--- config.mk ---
export PLATFORM = sky130hd
export DESIGN_NAME = bus_arbiter
export DESIGN_NICKNAME = d
export VERILOG_FILES = /design/src/rtl/bus_arbiter_pkg.sv /design/src/rtl/bus_arbiter_arb_select.sv /design/src/rtl/bus_arbiter.sv
export SDC_FILE = /design/constraint.sdc
export NUM_CORES = 1
export LEC_CHECK = 0
export BUFFER_PORTS_ARGS = -buffer_cell sky130_fd_sc_hd__buf_2
export CORE_MARGIN = 10
export CORE_UTILIZATION = 40
export CTS_BUF_LIST = sky130_fd_sc_hd__clkbuf_4
export CTS_CLUSTER_DIAMETER = 80
export DETAILED_ROUTE_END_ITERATION = 7
export PLACE_DENSITY = 0.71
export SLEW_MARGIN = 20
export SYNTH_ARGS = -nofsm -noshare
export SYNTH_HDL_FRONTEND = slang
export SYNTH_SLANG_ARGS = --single-unit
--- constraint.sdc ---
create_clock -name i_clock -period 5.68 [get_ports i_clock]
set_clock_uncertainty 0.2 [all_clocks]
set_input_delay 0.568 -clock i_clock [delete_from_list [all_inputs] [get_ports i_clock]]
set_output_delay 0.568 -clock i_clock [all_outputs]
set_load 0.01 [all_outputs]
--- src/rtl/bus_arbiter_pkg.sv ---
// Shared bus types for the two-master arbiter and the CPU/DMA adaptor blocks.
package bus_arbiter_pkg;

  localparam int CNT_W = 8;

  typedef enum logic [2:0] {
    IDLE,
    GRANT_CPU,
    GRANT_DMA,
    RELEASE_CPU,
    RELEASE_DMA
  } arb_state_t;

  typedef struct packed {
    logic        rw;
    logic [31:0] address;
    logic [31:0] wdata;
  } bus_req_t;

endpackage

--- src/rtl/bus_arbiter_arb_select.sv ---
// Priority selector: the CPU wins unless the DMA has been starved up to the limit.
module arb_select
  import bus_arbiter_pkg::*;
#(
  parameter logic [CNT_W-1:0] LIMIT = 8'd8
) (
  input  logic             cpu_request,
  input  logic             dma_request,
  input  logic [CNT_W-1:0] starve_cnt,
  output logic             grant_cpu,
  output logic             grant_dma
);

  always_comb begin
    grant_dma = dma_request && (!cpu_request || (starve_cnt == LIMIT));
    grant_cpu = cpu_request && !grant_dma;
  end

endmodule

--- src/rtl/bus_arbiter.sv ---
// Two-master single-slave bus arbiter with a fixed-priority CPU and a starvation
// guard for the DMA. Every output comes straight from a flop.
module bus_arbiter
  import bus_arbiter_pkg::*;
#(
  parameter int unsigned STARVE_LIMIT = 8
) (
  input  logic        i_clock,
  input  logic        i_reset,
  input  logic        i_cpu_request,
  input  logic        i_cpu_rw,
  input  logic [31:0] i_cpu_address,
  input  logic [31:0] i_cpu_wdata,
  output logic [31:0] o_cpu_rdata,
  output logic        o_cpu_ready,
  input  logic        i_dma_request,
  input  logic        i_dma_rw,
  input  logic [31:0] i_dma_address,
  input  logic [31:0] i_dma_wdata,
  output logic [31:0] o_dma_rdata,
  output logic        o_dma_ready,
  output logic        o_dma_stall,
  output logic        o_bus_request,
  output logic        o_bus_rw,
  output logic [31:0] o_bus_address,
  output logic [31:0] o_bus_wdata,
  input  logic [31:0] i_bus_rdata,
  input  logic        i_bus_ready
);

  localparam logic [CNT_W-1:0] LIMIT = CNT_W'(STARVE_LIMIT);

  arb_state_t       state_q, state_d;
  logic [CNT_W-1:0] starve_cnt_q, starve_cnt_d;
  bus_req_t         bus_q, bus_d;
  logic             bus_request_q, bus_request_d;
  logic [31:0]      cpu_rdata_q, cpu_rdata_d;
  logic [31:0]      dma_rdata_q, dma_rdata_d;
  logic             cpu_ready_q, cpu_ready_d;
  logic             dma_ready_q, dma_ready_d;
  logic             dma_stall_q, dma_stall_d;

  bus_req_t cpu_req, dma_req;
  logic     grant_cpu, grant_dma;

  assign cpu_req = '{rw: i_cpu_rw, address: i_cpu_address, wdata: i_cpu_wdata};
  assign dma_req = '{rw: i_dma_rw, address: i_dma_address, wdata: i_dma_wdata};

  arb_select #(
    .LIMIT(LIMIT)
  ) u_select (
    .cpu_request(i_cpu_request),
    .dma_request(i_dma_request),
    .starve_cnt (starve_cnt_q),
    .grant_cpu  (grant_cpu),
    .grant_dma  (grant_dma)
  );

  always_comb begin
    state_d       = state_q;
    starve_cnt_d  = starve_cnt_q;
    bus_d         = bus_q;
    bus_request_d = bus_request_q;
    cpu_rdata_d   = cpu_rdata_q;
    dma_rdata_d   = dma_rdata_q;
    cpu_ready_d   = 1'b0;
    dma_ready_d   = 1'b0;

    case (state_q)
      IDLE: begin
        if (grant_dma) begin
          bus_d         = dma_req;
          bus_request_d = 1'b1;
          starve_cnt_d  = '0;
          state_d       = GRANT_DMA;
        end else if (grant_cpu) begin
          bus_d         = cpu_req;
          bus_request_d = 1'b1;
          state_d       = GRANT_CPU;
          // Only CPU wins that actually held off a waiting DMA count toward starvation.
          if (!i_dma_request)               starve_cnt_d = '0;
          else if (starve_cnt_q != LIMIT)   starve_cnt_d = starve_cnt_q + 1'b1;
        end else begin
          starve_cnt_d = '0;
        end
      end
      GRANT_CPU: begin
        if (i_bus_ready) begin
          bus_request_d = 1'b0;
          cpu_rdata_d   = i_bus_rdata;
          cpu_ready_d   = 1'b1;
          state_d       = RELEASE_CPU;
        end
      end
      GRANT_DMA: begin
        if (i_bus_ready) begin
          bus_request_d = 1'b0;
          dma_rdata_d   = i_bus_rdata;
          dma_ready_d   = 1'b1;
          state_d       = RELEASE_DMA;
        end
      end
      // Wait for the master to drop its request so a stale one is never re-granted.
      RELEASE_CPU: if (!i_cpu_request) state_d = IDLE;
      RELEASE_DMA: if (!i_dma_request) state_d = IDLE;
      default:     state_d = IDLE;
    endcase

    dma_stall_d = (state_d == GRANT_CPU) || (state_d == RELEASE_CPU) ||
                  (i_cpu_request && (starve_cnt_q < LIMIT) &&
                   (state_d != GRANT_DMA) && (state_d != RELEASE_DMA));
  end

  always_ff @(posedge i_clock or posedge i_reset) begin
    if (i_reset) begin
      state_q       <= IDLE;
      starve_cnt_q  <= '0;
      bus_q         <= '0;
      bus_request_q <= 1'b0;
      cpu_rdata_q   <= '0;
      dma_rdata_q   <= '0;
      cpu_ready_q   <= 1'b0;
      dma_ready_q   <= 1'b0;
      dma_stall_q   <= 1'b0;
    end else begin
      state_q       <= state_d;
      starve_cnt_q  <= starve_cnt_d;
      bus_q         <= bus_d;
      bus_request_q <= bus_request_d;
      cpu_rdata_q   <= cpu_rdata_d;
      dma_rdata_q   <= dma_rdata_d;
      cpu_ready_q   <= cpu_ready_d;
      dma_ready_q   <= dma_ready_d;
      dma_stall_q   <= dma_stall_d;
    end
  end

  assign o_bus_request = bus_request_q;
  assign o_bus_rw      = bus_q.rw;
  assign o_bus_address = bus_q.address;
  assign o_bus_wdata   = bus_q.wdata;
  assign o_cpu_rdata   = cpu_rdata_q;
  assign o_cpu_ready   = cpu_ready_q;
  assign o_dma_rdata   = dma_rdata_q;
  assign o_dma_ready   = dma_ready_q;
  assign o_dma_stall   = dma_stall_q;

endmodule

# Word-level counts from Yosys, hierarchy flattened

Cells that the tools add are included.

Word-level logic and storage cells: 65
Bits in registers: 144
Input port bits: 167

Equal/unequal tests: 13
Add/sub/neg operators: 1
Reductions and logical operators: 19
Multiplexer cells: 20
Order comparisons: 1

Operators by type and width:

| kind                                                                  | number |
|---|---|
| 65-bit 2-to-1 mux                                                     | 2 |
| 8-bit 2-to-1 mux                                                      | 4 |
| 3-bit 2-to-1 mux                                                      | 6 |
| 3-bit one-hot mux with 5 select lines                                 | 1 |
| 3-bit by 2-bit == test with 1-bit output (second input constant)      | 3 |
| 8-bit by 1-bit adder with 8-bit output (second input constant)        | 1 |
| 8-bit by 4-bit == test with 1-bit output (second input constant)      | 1 |
| 8-bit by 4-bit < comparator with 1-bit output (second input constant) | 1 |
| 8-bit by 4-bit != test with 1-bit output (second input constant)      | 1 |
| 2-bit AND reduction                                                   | 4 |
| 3-bit by 1-bit == test with 1-bit output (second input constant)      | 2 |
| 1-bit 2-to-1 mux                                                      | 6 |
| 3-bit != test (second input constant)                                 | 2 |
| 1-bit logical AND                                                     | 5 |
| 4-bit by 2-bit != test with 1-bit output (second input constant)      | 1 |
| 2-bit nonzero test                                                    | 2 |
| 3-bit == test (second input constant)                                 | 1 |
| 3-bit zero test                                                       | 1 |
| 1-bit logical OR                                                      | 3 |
| 3-bit by 2-bit != test with 1-bit output (second input constant)      | 1 |
| 3-bit AND reduction                                                   | 1 |
| 1-bit zero test                                                       | 2 |
| 2-bit by 1-bit != test with 1-bit output (second input constant)      | 1 |
| 1-bit one-hot mux with 2 select lines                                 | 1 |
| 2-bit OR reduction                                                    | 1 |

# Depth between registers and ports, before layout

Gate-level depths: netlist of the first run.

Depth in word-level cells: 12
Mapped depth: 8
Mapped depth without buffers: 6

# Hierarchy

A second synthesis of the first run with hierarchy kept.

Cells, all modules: 509
Area, all modules: 6193.4 um^2

Modules (own cells, without submodules):

| module      | cells each | times used | seq. area each (um^2) | area each (um^2) |
|---|---|---|---|---|
| bus_arbiter | 503        | 1          | 3603.5                | 6135.9 |
| arb_select  | 6          | 1          | 0.0                   | 57.6 |

# Worst setup path before layout of the first run

OpenSTA, ideal clock, no wires.

Path kind: input to register
Start point: input i_dma_request
End point: register bus_q (netlist bit o_bus_address[0])
Setup slack: 3.735 ns
Cell stages on the path: 7
Arrival time: 1.663 ns
Cells stage by stage: buf_2 > and4b_1 > a21oi_1 > buf_2 > buf_2 > nand2_1 > a31oi_1

Cells in the longest elaborated chain, start to end: 5

RTL lines:

| element                       | line                         | source |
|---|---|---|
| start, declared               | bus_arbiter.sv:16            | `input logic i_dma_request,` |
| 1-bit logical AND (*)         | bus_arbiter_arb_select.sv:15 | `grant_dma = dma_request && (!cpu_request \|\| (starve_cnt == LIMIT));` |
| 1-bit zero test               | bus_arbiter_arb_select.sv:16 | `grant_cpu = cpu_request && !grant_dma;` |
| 1-bit logical AND             | bus_arbiter_arb_select.sv:16 |  |
| 2-bit nonzero test (no line)  | -                            |  |
| 2-bit AND reduction (no line) | -                            |  |
| end signal, assigned          | bus_arbiter.sv:128           | `bus_q <= bus_d;` |
| end, declared                 | bus_arbiter.sv:35            | `bus_req_t bus_q, bus_d;` |

Every way passes the cells marked *; elsewhere a longest branch is shown, timed or not.
A chain may end at the register's enable or synchronous reset.

# Worst setup path in the final report of the first run

Start point: register state_q[1]
End point: register bus_q (netlist bit o_bus_wdata[22])

Cells in the longest elaborated chain, start to end: 2

RTL lines:

| element                       | line               | source |
|---|---|---|
| start, declared               | bus_arbiter.sv:33  | `arb_state_t state_q, state_d;` |
| start signal, assigned        | bus_arbiter.sv:126 | `state_q <= state_d;` |
| 3-bit zero test               | bus_arbiter.sv:69  | `case (state_q)` |
| 2-bit AND reduction (no line) | -                  |  |

Every way passes these cells.

==> metrics.txt, run 1 <==
R2R depth 5; Startpoint Class flip-flop; synth-to-layout area growth 31.6%; Die Wd around 140 µm; final worst path period need between 2 and 3 ns; layout cells sized above 1 a little under half; Final period util between 50% and 60%; Routed Wire Length approximately 19000 µm; worst setup path start state_q[1]; clock latency on the worst-skew pair approximately 0.52 ns; Worst Hold Class in2reg; max_slew headroom roughly two fifths; RSZ-0062 raised after global routing false; Gate power share between 40% and 50%; worst-case clock buffer depth 2; Design Area, Final around 0.0081 mm²; vias in the first global route ~5300; vias per cell around 5; RePlAce Congestion about 0.8; Post-DP Area 0.00775 mm²; Simple-Gate Fraction of Synth Area roughly 16%; Design Power around 4.3 mW; Seq/Total Area, Yosys roughly three fifths; Clock power frac 17.1%; syn_nets between 700 and 800; DR WL/cell ~18 µm; DRT Pass-1 Iters 5; NumNets Final between 1000 and 1500; Final ANT Viol Nets 0; leakage 3.96 nW; Core Region 0.0151 mm²; required time of the critical path 5.92 ns; multiplexer share of the synthesized area a little under an eighth; Psw 1.64 mW; num rows 45; crit-path max FO between 40 and 50; Ports 300; Int Pwr between 2 and 3 mW; clock slew at reported path FFs 0.14 ns; Arr. time, crit path between 3 and 4 ns; Detail Placement HPWL 14400 µm; Synth Area per Inst approximately 11 µm²; final hold viol count 0; cts repair resizes 0; post-synthesis cell area 0.00615 mm²; max-cap violations 0; clk sinks ~140; Slew @ Worst Pin 0.895 ns; GR Overflow Total 0; reg-to-reg slack, setup roughly 2.8 ns; status finished clean; setup TNS 0 ns; Net Sw Frac a little under two fifths; RR Startpoint state_q[1]; Via Count around 5200; Seq cells post-synth 144; sequential share of power 41.2%; Worst Setup Path Type reg2reg; Global Route Usage Sum approximately 17%; Root Buffer clkbuf_4; Slew Limit Fails 0; Initial Util ~40%; CP endpoint o_bus_wdata[22]; Iteration-0 DRC Markers between 150 and 200; Yosys warnings 0; Peak VDD IR roughly 0.00024 V; Final Setup Violations 0; PwrDens 537 mW/mm²; Remaining DRCs 0; initial antenna violation count 0; synth unique cells 34; CTS buffer count 17; Max Freq 349 MHz; first-pass GRT wire length 28400 µm; IO buf count around 300; adder-cell area share of the yosys netlist less than 1%; pin count of the biggest net entering global routing between 90 and 100; largest family of logic cells by synthesized area simple AND/OR/NAND/NOR gates; post-layout util 53.4%; post-synthesis compound-gate area fraction 8.30%; FF-to-FF End o_bus_wdata[22]; Post-Syn Instances roughly 580; CTS tree yes; xor/xnor share of the synthesized area 0.712%; die span in y between 100 and 150 µm; CP endpoint kind flip-flop; Die ar. between 0.02 and 0.025 mm²; CTS H-tree lvls 4
-- cells in the final DEF, fill, tap and decap left out, types with 3 or more instances in the layout --
cell,instances
inv_6,3
nor2_1,73
buf_2,299
mux2_2,64
clkinv_4,3
nand4_1,3
nand2_1,138
o21ai_0,4
inv_1,7
a31oi_1,65
xnor2_1,5
clkbuf_4,19
dfrtp_1,144
nor3_1,3
buf_4,7
bufinv_16,4
-- Yosys cell counts --
library cell | instances | area, µm²
a32o_1 | 1 | 10.0
inv_1 | 8 | 30.0
dfrtp_1 | 144 | 3600
o21bai_1 | 1 | 7.51
a21oi_1 | 2 | 10.0
o311ai_0 | 2 | 17.5
a31o_1 | 1 | 8.76
buf_2 | 32 | 160
ha_1 | 2 | 25.0
a21o_1 | 2 | 15.0
xnor2_1 | 5 | 43.8
a31oi_1 | 65 | 407
nor2_4 | 1 | 11.3
and4b_1 | 1 | 10.0
mux2i_1 | 1 | 10.0
nor4_4 | 2 | 42.5
mux2_2 | 64 | 721
or4b_1 | 1 | 10.0
a41oi_1 | 1 | 8.76
nand4_1 | 3 | 18.8
nor3_1 | 3 | 15.0
buf_6 | 5 | 56.3
nor3_2 | 1 | 10.0
nand3_1 | 2 | 10.0
or3_1 | 1 | 6.26
or4b_4 | 1 | 13.8
clkbuf_1 | 3 | 11.3
nor4bb_1 | 2 | 20.0
nor2_1 | 73 | 274
o21ai_0 | 4 | 20.0
nor2b_1 | 2 | 12.5
and3_1 | 1 | 6.26
o22ai_1 | 1 | 6.26
nand2_1 | 138 | 518
-- cell families (layout without fill, tap and decap cells) --
logic type,after synthesis,after routing
other,0,1
AO/OA/AOI/OAI,80,80
XOR/XNOR,5,5
multiplexers,65,65
flip-flops,144,144
AND/OR/NAND/NOR,232,232
adder cells (fa/ha/maj),2,2
buffers and inverters,48,347
-- routing by layer --
layer	vias to the layer above	track usage [%]	part of all wire [%]	wire length [µm]
met5	-	0	0	0
met4	0	6.34	1.9	366
met3	27	7.94	11	2100
met2	236	27.4	46	8720
met1	2407	20.6	41	7640
li1	2533	-	-	-
-- power by group through the flow --
stage	combinational (mW)	sequential (mW)	clock, mW
4_1_cts	1.85	1.79	0.768
3_3_place_gp	1.81	1.80	0
5_1_grt	2.00	1.86	0.813
3_5_place_dp	1.85	1.81	0
2_1_floorplan	0.881	2.01	0
6_report	1.81	1.79	0.744
-- stage by stage --
step	std cells	worst slack, ns	hold slack (ns)
4_1_cts	1063	2.80	0.0141
5_1_grt	1063	2.57	0.0139
3_5_place_dp	1030	2.82	0.290
3_3_place_gp	1030	2.92	0.283
2_1_floorplan	576	1.05	0.305
6_report	1064	2.81	0.0766
-- how the worst min path moves through the flow --
stage | startpoint | to | slack [ns] | cells past startpoint
3_5_place_dp | o_dma_rdata[21] | o_dma_rdata[21] | 0.29 | 1
6_report | i_cpu_address[8] | o_bus_address[8] | 0.08 | 3
2_1_floorplan | starve_cnt_q[0] | starve_cnt_q[0] | 0.31 | 1
4_1_cts | i_cpu_address[8] | o_bus_address[8] | 0.01 | 3
5_1_grt | i_dma_wdata[13] | o_bus_wdata[13] | 0.01 | 3
3_3_place_gp | o_cpu_rdata[4] | o_cpu_rdata[4] | 0.28 | 1
-- critical path, stage by stage, from the launching register on --
cell     delay, ns
dfrtp_1       0.54
or3_1         0.53
nor2_4        0.73
buf_4         0.50
nor2_1        0.08
a31oi_1       0.18
-- area by class of cell --
cell class	count	area, µm²
Antenna cell	1	2.50
Clock buffer	19	143
Clock inverter	13	186
Fill cell	1381	7050
Inverter	8	35.0
Multi-Input combinational cell	384	2330
Sequential cell	144	3600
Tap cell	188	235
Timing Repair Buffer	307	1560
-- what timing repair did --
item,4_1_cts,5_1_grt
endpoints found under the hold margin,70,0
hold buffers,1,0
buffers inserted,0,0
-- registers in the layout, indices dropped and copies added, names as in the netlist --
name and cells:
o_bus_address 32, o_bus_request 1, o_bus_rw 1, o_bus_wdata 32, o_cpu_rdata 32, o_cpu_ready 1
o_dma_rdata 32, o_dma_ready 1, o_dma_stall 1, starve_cnt_q 8, state_q 3
Note: power is estimated with default switching activity, not from simulation.
==> run 2, diff against run 1 <==
- ABC_AREA: default -> 1
- PLACE_DENSITY: 0.71 -> 0.73
- clock period: 5.68 -> 2.38 ns (I/O delays scaled with it)
==> run 2 against run 1 <==
Net effect: clock power up 110%; core utilization increased by 10 points; largest cell class unchanged; combinational power grew to 2.5 times the previous value; synthesized area is 5.9% higher; register-to-register slack got worse by 2.7 ns; fmax grew 29%.
==> metrics.txt, run 2 <==
Die ar. 0.0218 mm² (was 0.0207 mm²); DRT Pass-1 Iters 6 (was 5); num rows 46 (was 45); Die Wd 148 µm (was 144 µm); crit-path max FO 31 (was 43); Ports 300 (unchanged); Synth Area per Inst 7.84 µm² (was 10.7 µm²); Yosys top cell by area dfrtp_1 (unchanged); max_slew headroom 54.0% (was 40.2%); Final period util 93.7% (was 50.5%); final hold viol count 0 (unchanged); Final ANT Viol Nets 0 (unchanged); crit-path max cell delay 0.42 ns (was 0.73 ns); sequential share of power 40.4% (was 41.2%); synth top area cells dfrtp_1, nand2_1, nand3_1 (was dfrtp_1, mux2_2, nand2_1); Iteration-0 DRC Markers 466 (was 185); Root Buffer clkbuf_4 (unchanged); Core Region 0.0159 mm² (was 0.0151 mm²); max-cap violations 0 (unchanged); Design Power 10.2 mW (was 4.34 mW); CP delay by family, top simple AND/OR/NAND/NOR gates (unchanged); status finished clean (unchanged); Synth Flop Type dfrtp_1 (unchanged); number of enable flip-flop cells after synthesis 0 (unchanged); clock slew at reported path FFs 0.12 ns (was 0.14 ns); Worst Hold Class in2async (was in2reg); commonest non-fill, non-tap cell in the layout nand2_1 (was buf_2); R2R depth 9 (was 5); CTS tree yes (unchanged); Slew Limit Fails 0 (unchanged); RSZ-0062 raised after global routing false (unchanged); cts repair resizes 0 (unchanged); CTS H-tree lvls 4 (unchanged); layout cells sized above 1 27.1% (was 46.9%); CP cell instances inv_1 > ha_1 > nand3_1 > o21ai_4 > buf_4 > nand3_1 > nand2_1 > nand2_1 > nand2_1 (was or3_1 > nor2_4 > buf_4 > nor2_1 > a31oi_1); Post-synth top cells nand2_1, dfrtp_1, nand3_1, o21ai_0, inv_1 (was dfrtp_1, nand2_1, nor2_1, a31oi_1, mux2_2); RR Startpoint starve_cnt_q[0] (was state_q[1]); synth unique cells 24 (was 34); critical path's slowest cell dfrtp_1 (was nor2_4); Int Pwr 5.89 mW (was 2.71 mW); Seq/Total Area, Yosys 55.4% (was 58.6%); Initial Util 40.8% (was 40.6%); Startpoint Class flip-flop (unchanged); first-pass GRT wire length 41200 µm (was 28400 µm); Worst path depth 9 (was 5); NumNets Final 1446 (was 1031); most frequent cell after synthesis nand2_1 (was dfrtp_1); CP endpoint kind flip-flop (unchanged); post-layout util 63.7% (was 53.4%); clock latency on the worst-skew pair 0.55 ns (was 0.52 ns); pin count of the biggest net entering global routing 90 (was 91); Worst Setup Path Type reg2reg (unchanged); clk sinks 144 (unchanged); worst-case clock buffer depth 2 (unchanged); synth-to-layout area growth 55.9% (was 31.6%); Slew @ Worst Pin 0.689 ns (was 0.895 ns); Detail Placement HPWL 15300 µm (was 14400 µm); leakage 5.75 nW (was 3.96 nW); Via Count 7536 (was 5203); DR WL/cell 17.1 µm (was 17.7 µm); Psw 4.30 mW (was 1.64 mW); GR Overflow Total 0 (unchanged); required time of the critical path 2.67 ns (was 5.92 ns); hold_buf cts 167 (was 1); vias in the first global route 7904 (was 5287); post-CTS setup buffer count 0 (unchanged); PwrDens 1000 mW/mm² (was 537 mW/mm²); Buf/Inv on CP 2 (was 1); post-synthesis cell area 0.00651 mm² (was 0.00615 mm²); die span in y 148 µm (was 144 µm); ys async rst share 100% (unchanged); syn_nets 999 (was 745); Yosys warnings 0 (unchanged); most frequent cells in the layout nand2_1, buf_2, dlygate4sd3_1 (was buf_2, dfrtp_1, nand2_1); final worst path period need 2.23 ns (was 2.87 ns); Seq cells post-synth 144 (unchanged); initial antenna violation count 7 (was 0); vias per cell 4.98 (was 4.89); Net Sw Frac 42.2% (was 37.7%); worst setup path start starve_cnt_q[0] (was state_q[1]); Final Setup Violations 0 (unchanged); Clock power frac 15.1% (was 17.1%); Routed Wire Length 26000 µm (was 18800 µm); setup TNS 0 ns (unchanged); CTS buffer count 17 (unchanged); Post-Syn Instances 830 (was 576); Max Freq 448 MHz (was 349 MHz); Peak VDD IR 0.000642 V (was 0.000239 V); Arr. time, crit path 2.52 ns (was 3.10 ns); most frequent cell on the critical path nand2_1; top-area cell type share of the netlist area 55.4% (was 58.6%); Global Route Usage Sum 23.4% (was 17.4%); Gate power share 44.5% (was 41.7%); Remaining DRCs 0 (unchanged); IO buf count 299 (unchanged); RePlAce Congestion 0.854 (was 0.817)
==> run 2: cell types whose count changed after synthesis, moves of 4 or more <==
cell | previous run | this run
a31oi_1 | 65 | 0
buf_2 | 32 | 22
buf_4 | 0 | 9
clkbuf_1 | 3 | 15
inv_1 | 8 | 49
mux2_2 | 64 | 0
nand2_1 | 138 | 408
nand3_1 | 2 | 76
nor2_1 | 73 | 18
o21ai_0 | 4 | 55
o21ai_1 | 0 | 11
xnor2_1 | 5 | 0
xor2_1 | 0 | 4
==> run 2: layout make-up <==
class                   instances  area, µm²
repair buffers                478       3320
diodes                          8       20.0
flip-flops and latches        144       3600
clock buffers                  18        135
multi-input cells             585       2470
well taps                     216        270
inverters                      51        195
fillers                      1210       5790
clock inverters                14        141
==> run 2: cells by family after synthesis <==
logic type               after synthesis  share of synthesized area (%)
flip-flops                           144                           55.4
adder cells (fa/ha/maj)                2                          0.384
AO/OA/AOI/OAI                         73                           5.84
buffers and inverters                101                           7.11
AND/OR/NAND/NOR                      506                           30.8
XOR/XNOR                               4                          0.538
==> run 2: worst paths after layout <==
kind	endpoint	slack, ns
setup / recovery	o_bus_address[4]	0.15
hold / removal	o_bus_wdata[5]	0.16
setup reg to reg	o_bus_address[4]	0.15
hold reg to reg	o_bus_address[4]	0.29
max in group asynchronous	o_cpu_rdata[9]	1.39
min in group i_clock	o_cpu_rdata[3]	0.29
==> run 2: power groups by stage <==
| stage | clock, mW | combinational (mW) | sequential [mW] |
|---|---|---|---|
| finish | 1.54 | 4.53 | 4.12 |
| global route | 1.71 | 5.04 | 4.24 |
| CTS | 1.60 | 4.46 | 4.08 |
| detailed placement | 0 | 4.25 | 4.10 |
| global placement | 0 | 4.16 | 4.08 |
| floorplan | 0 | 1.89 | 4.60 |
==> run 2: through the flow <==
step	setup WS, ns	area [µm²]	hold slack (ns)	instances
detailed placement	0.302	8180	0.197	1307
finish	0.149	10200	0.160	1514
global route	0.0180	10100	0.118	1513
global placement	0.351	8180	0.202	1307
floorplan	0.137	6510	0.186	830
CTS	0.266	10100	0.130	1506
==> run 2: worst reg2reg max path, cell delays in order (launching register included) <==
cell     delay, ns
dfrtp_1       0.42
inv_1         0.11
ha_1          0.15
nand3_1       0.13
o21ai_4       0.34
buf_4         0.38
nand3_1       0.19
nand2_1       0.14
nand2_1       0.05
nand2_1       0.06
==> run 2: layer usage <==
metal / global-route usage [%] / vias up / routed length [µm]
met2: 37.6 / 506 / 12200
li1: - / 3481 / -
met1: 25.6 / 3419 / 9170
met4: 14.4 / 0 / 1630
met3: 8.94 / 130 / 2970
met5: 0 / - / 0
==> run 3, diff against run 2 <==
- CORE_ASPECT_RATIO: default -> 1.1
- CORE_MARGIN: 10 -> 8
- clock period: 2.38 -> 1.93 ns (I/O delays scaled with it)
==> run 3 against run 2 <==
Net effect: the run now ends with setup timing left; clock power up 3%; core utilization up 1.1 points; via count grew 2.5%; count of clock-buffer cells in the layout increased by 1; sequential power is 25% higher; first-iteration DRC count rose by 80%; register-to-register slack got worse by 0.16 ns; sequential cell count stayed put; critical endpoint is now o_bus_wdata[24].
==> metrics.txt, run 3 (synthesis gave the netlist of run 2 again) <==
Non-Filler Instances 1509 (was 1514); failing checks setup timing; Slew Limit Fails 0 (unchanged); Worst Hold Class in2async (unchanged); worst setup path start starve_cnt_q[0] (unchanged); DRT met1 WL 9840 µm (was 9170 µm); required time of the critical path 2.21 ns (was 2.67 ns); post-placement cell count 1295 (was 1307); Core Region 0.0161 mm² (was 0.0159 mm²); crit-path max cell delay 0.43 ns (was 0.42 ns); die span in y 150 µm (was 148 µm); Final Setup Violations 1 (was 0); initial antenna violation count 2 (was 7); Routed Wire Length 27600 µm (was 26000 µm); Arr. time, crit path 2.22 ns (was 2.52 ns); CTS tree yes (unchanged); worst-case clock buffer depth 2 (unchanged); most frequent cells in the layout nand2_1, buf_2, dlygate4sd3_1 (unchanged); Peak VDD IR 0.000786 V (was 0.000642 V); vias in the first global route 7510 (was 7904); vias per cell 5.12 (was 4.98); RePlAce Congestion 0.785 (was 0.854); final worst path period need 1.94 ns (was 2.23 ns); Die Wd 138 µm (was 148 µm); Design Area, Final 0.0104 mm² (was 0.0102 mm²); CP cell instances inv_2 > ha_4 > nand3_4 > o21ai_4 > buf_12 > buf_6 > clkbuf_16 > nand3_1 > nand2_1 > nand2_1 > nand2_1 (was inv_1 > ha_1 > nand3_1 > o21ai_4 > buf_4 > nand3_1 > nand2_1 > nand2_1 > nand2_1); RSZ-0062 raised after global routing true (was false); first-pass GRT wire length 39300 µm (was 41200 µm); GR Overflow Total 0 (unchanged); FF-to-FF End o_bus_wdata[24] (was o_bus_address[4]); PwrDens 1210 mW/mm² (was 1000 mW/mm²); Post-DP Area 0.00822 mm² (was 0.00818 mm²); pin count of the biggest net entering global routing 73 (was 90); synth-to-layout area growth 60.5% (was 55.9%); clock slew at reported path FFs 0.13 ns (was 0.12 ns); reg-to-reg slack, setup -0.008 ns (was 0.15 ns); num rows 49 (was 46); Root Buffer clkbuf_4 (unchanged); max_slew headroom 68.4% (was 54.0%); NumNets Final 1461 (was 1446); DRT Pass-1 Iters 6 (unchanged); Via Count 7723 (was 7536); CTS H-tree lvls 4 (unchanged); IO buf count 299 (unchanged); Die ar. 0.0206 mm² (was 0.0218 mm²); setup TNS -0.00791 ns (was 0 ns); Global Route Usage Sum 23.9% (was 23.4%); CP endpoint kind flip-flop (unchanged); CTS buffer count 17 (unchanged); DR WL/cell 18.3 µm (was 17.1 µm); Ports 300 (unchanged); Iteration-0 DRC Markers 838 (was 466); crit-path max FO 17 (was 31); leakage 5.90 nW (was 5.75 nW); status finished with violations (was finished clean); critical path's slowest cell dfrtp_1 (unchanged); layout cells sized above 1 29.5% (was 27.1%); Startpoint Class flip-flop (unchanged); max-cap violations 0 (unchanged); RR Startpoint starve_cnt_q[0] (unchanged); Slew @ Worst Pin 0.474 ns (was 0.689 ns); metal2 WL 12300 µm (was 12200 µm); commonest non-fill, non-tap cell in the layout nand2_1 (unchanged); Worst Setup Path Type reg2reg (unchanged); fillers 1198 (was 1210); final hold viol count 0 (unchanged); Remaining DRCs 0 (unchanged); DR WL met3 4070 µm (was 2970 µm); Final ANT Viol Nets 0 (unchanged); R2R depth 11 (was 9); Max Freq 516 MHz (was 448 MHz); Final period util 100% (was 93.7%); Detail Placement HPWL 14700 µm (was 15300 µm); clock latency on the worst-skew pair 0.53 ns (was 0.55 ns); Initial Util 40.4% (was 40.8%); most frequent cell on the critical path nand2_1 (unchanged); uppermost layer routed met4 (unchanged); clk sinks 144 (unchanged); slack of the critical path -0.00791 ns (was 0.149 ns)
run 3: what timing repair did:
item	4_1_cts	5_1_grt
pin swaps	0	8
cloned	0	11
hold buffers	166	0
buffers inserted	0	5
gates resized for setup	1	29
endpoints found under the hold margin	288	0
setup endpoints to repair	3	76
run 3: final cells by class:
class / count / area [µm²] / share of cell area, %
clock buffers: 19 / 143 / 1.37
clock inverters: 11 / 68.8 / 0.659
well taps: 204 / 255 / 2.44
flip-flops and latches: 144 / 3600 / 34.5
repair buffers: 492 / 3600 / 34.5
diodes: 2 / 5.00 / 0.0479
multi-input cells: 586 / 2570 / 24.6
inverters: 51 / 198 / 1.89
run 3: worst max-delay path, delay by kind of cell (launching register included):
kind	cells	cell delay, ns
fa+ha+maj	1	0.14
flops	1	0.43
buf+inv	4	0.54
compound gates	1	0.15
simple gates	5	0.43
run 3: power by group:
group | leakage, nW | switching [mW] | total, mW | internal (mW)
clock network | 0.120 | 1.08 | 1.59 | 0.515
logic | 3.97 | 3.58 | 5.89 | 2.32
registers | 1.81 | 0.781 | 5.13 | 4.35
total | 5.90 | 5.44 | 12.6 | 7.18
run 3: how the worst max path moves through the flow:
stage / to / slack, ns / cells after the start
floorplan: o_bus_address[0] / -0.27 / 1
global placement: starve_cnt_q[7] / 0.09 / 8
detailed placement: starve_cnt_q[7] / 0.002 / 8
CTS: o_dma_stall / 0.002 / 8
global route: o_bus_wdata[24] / -0.07 / 11
finish: o_bus_wdata[24] / -0.008 / 11
run 3: metrics by stage:
stage / total power [mW] / setup WS, ns / hold WS (ns) / utilization [%]
detailed placement: 10.4 / 0.00188 / 0.170 / 51.0
CTS: 12.3 / 0.00228 / 0.102 / 62.6
global route: 13.6 / -0.0666 / 0.130 / 64.8
finish: 12.6 / -0.00791 / 0.132 / 64.8
global placement: 10.2 / 0.0893 / 0.168 / 51.0
floorplan: 8.00 / -0.268 / 0.141 / -
run 3: routing by layer:
| layer | vias up | track usage (%) |
|---|---|---|
| met4 | 0 | 10.8 |
| li1 | 3507 | - |
| met3 | 131 | 10.1 |
| met1 | 3482 | 29.0 |
| met2 | 603 | 36.3 |
| met5 | - | 0 |
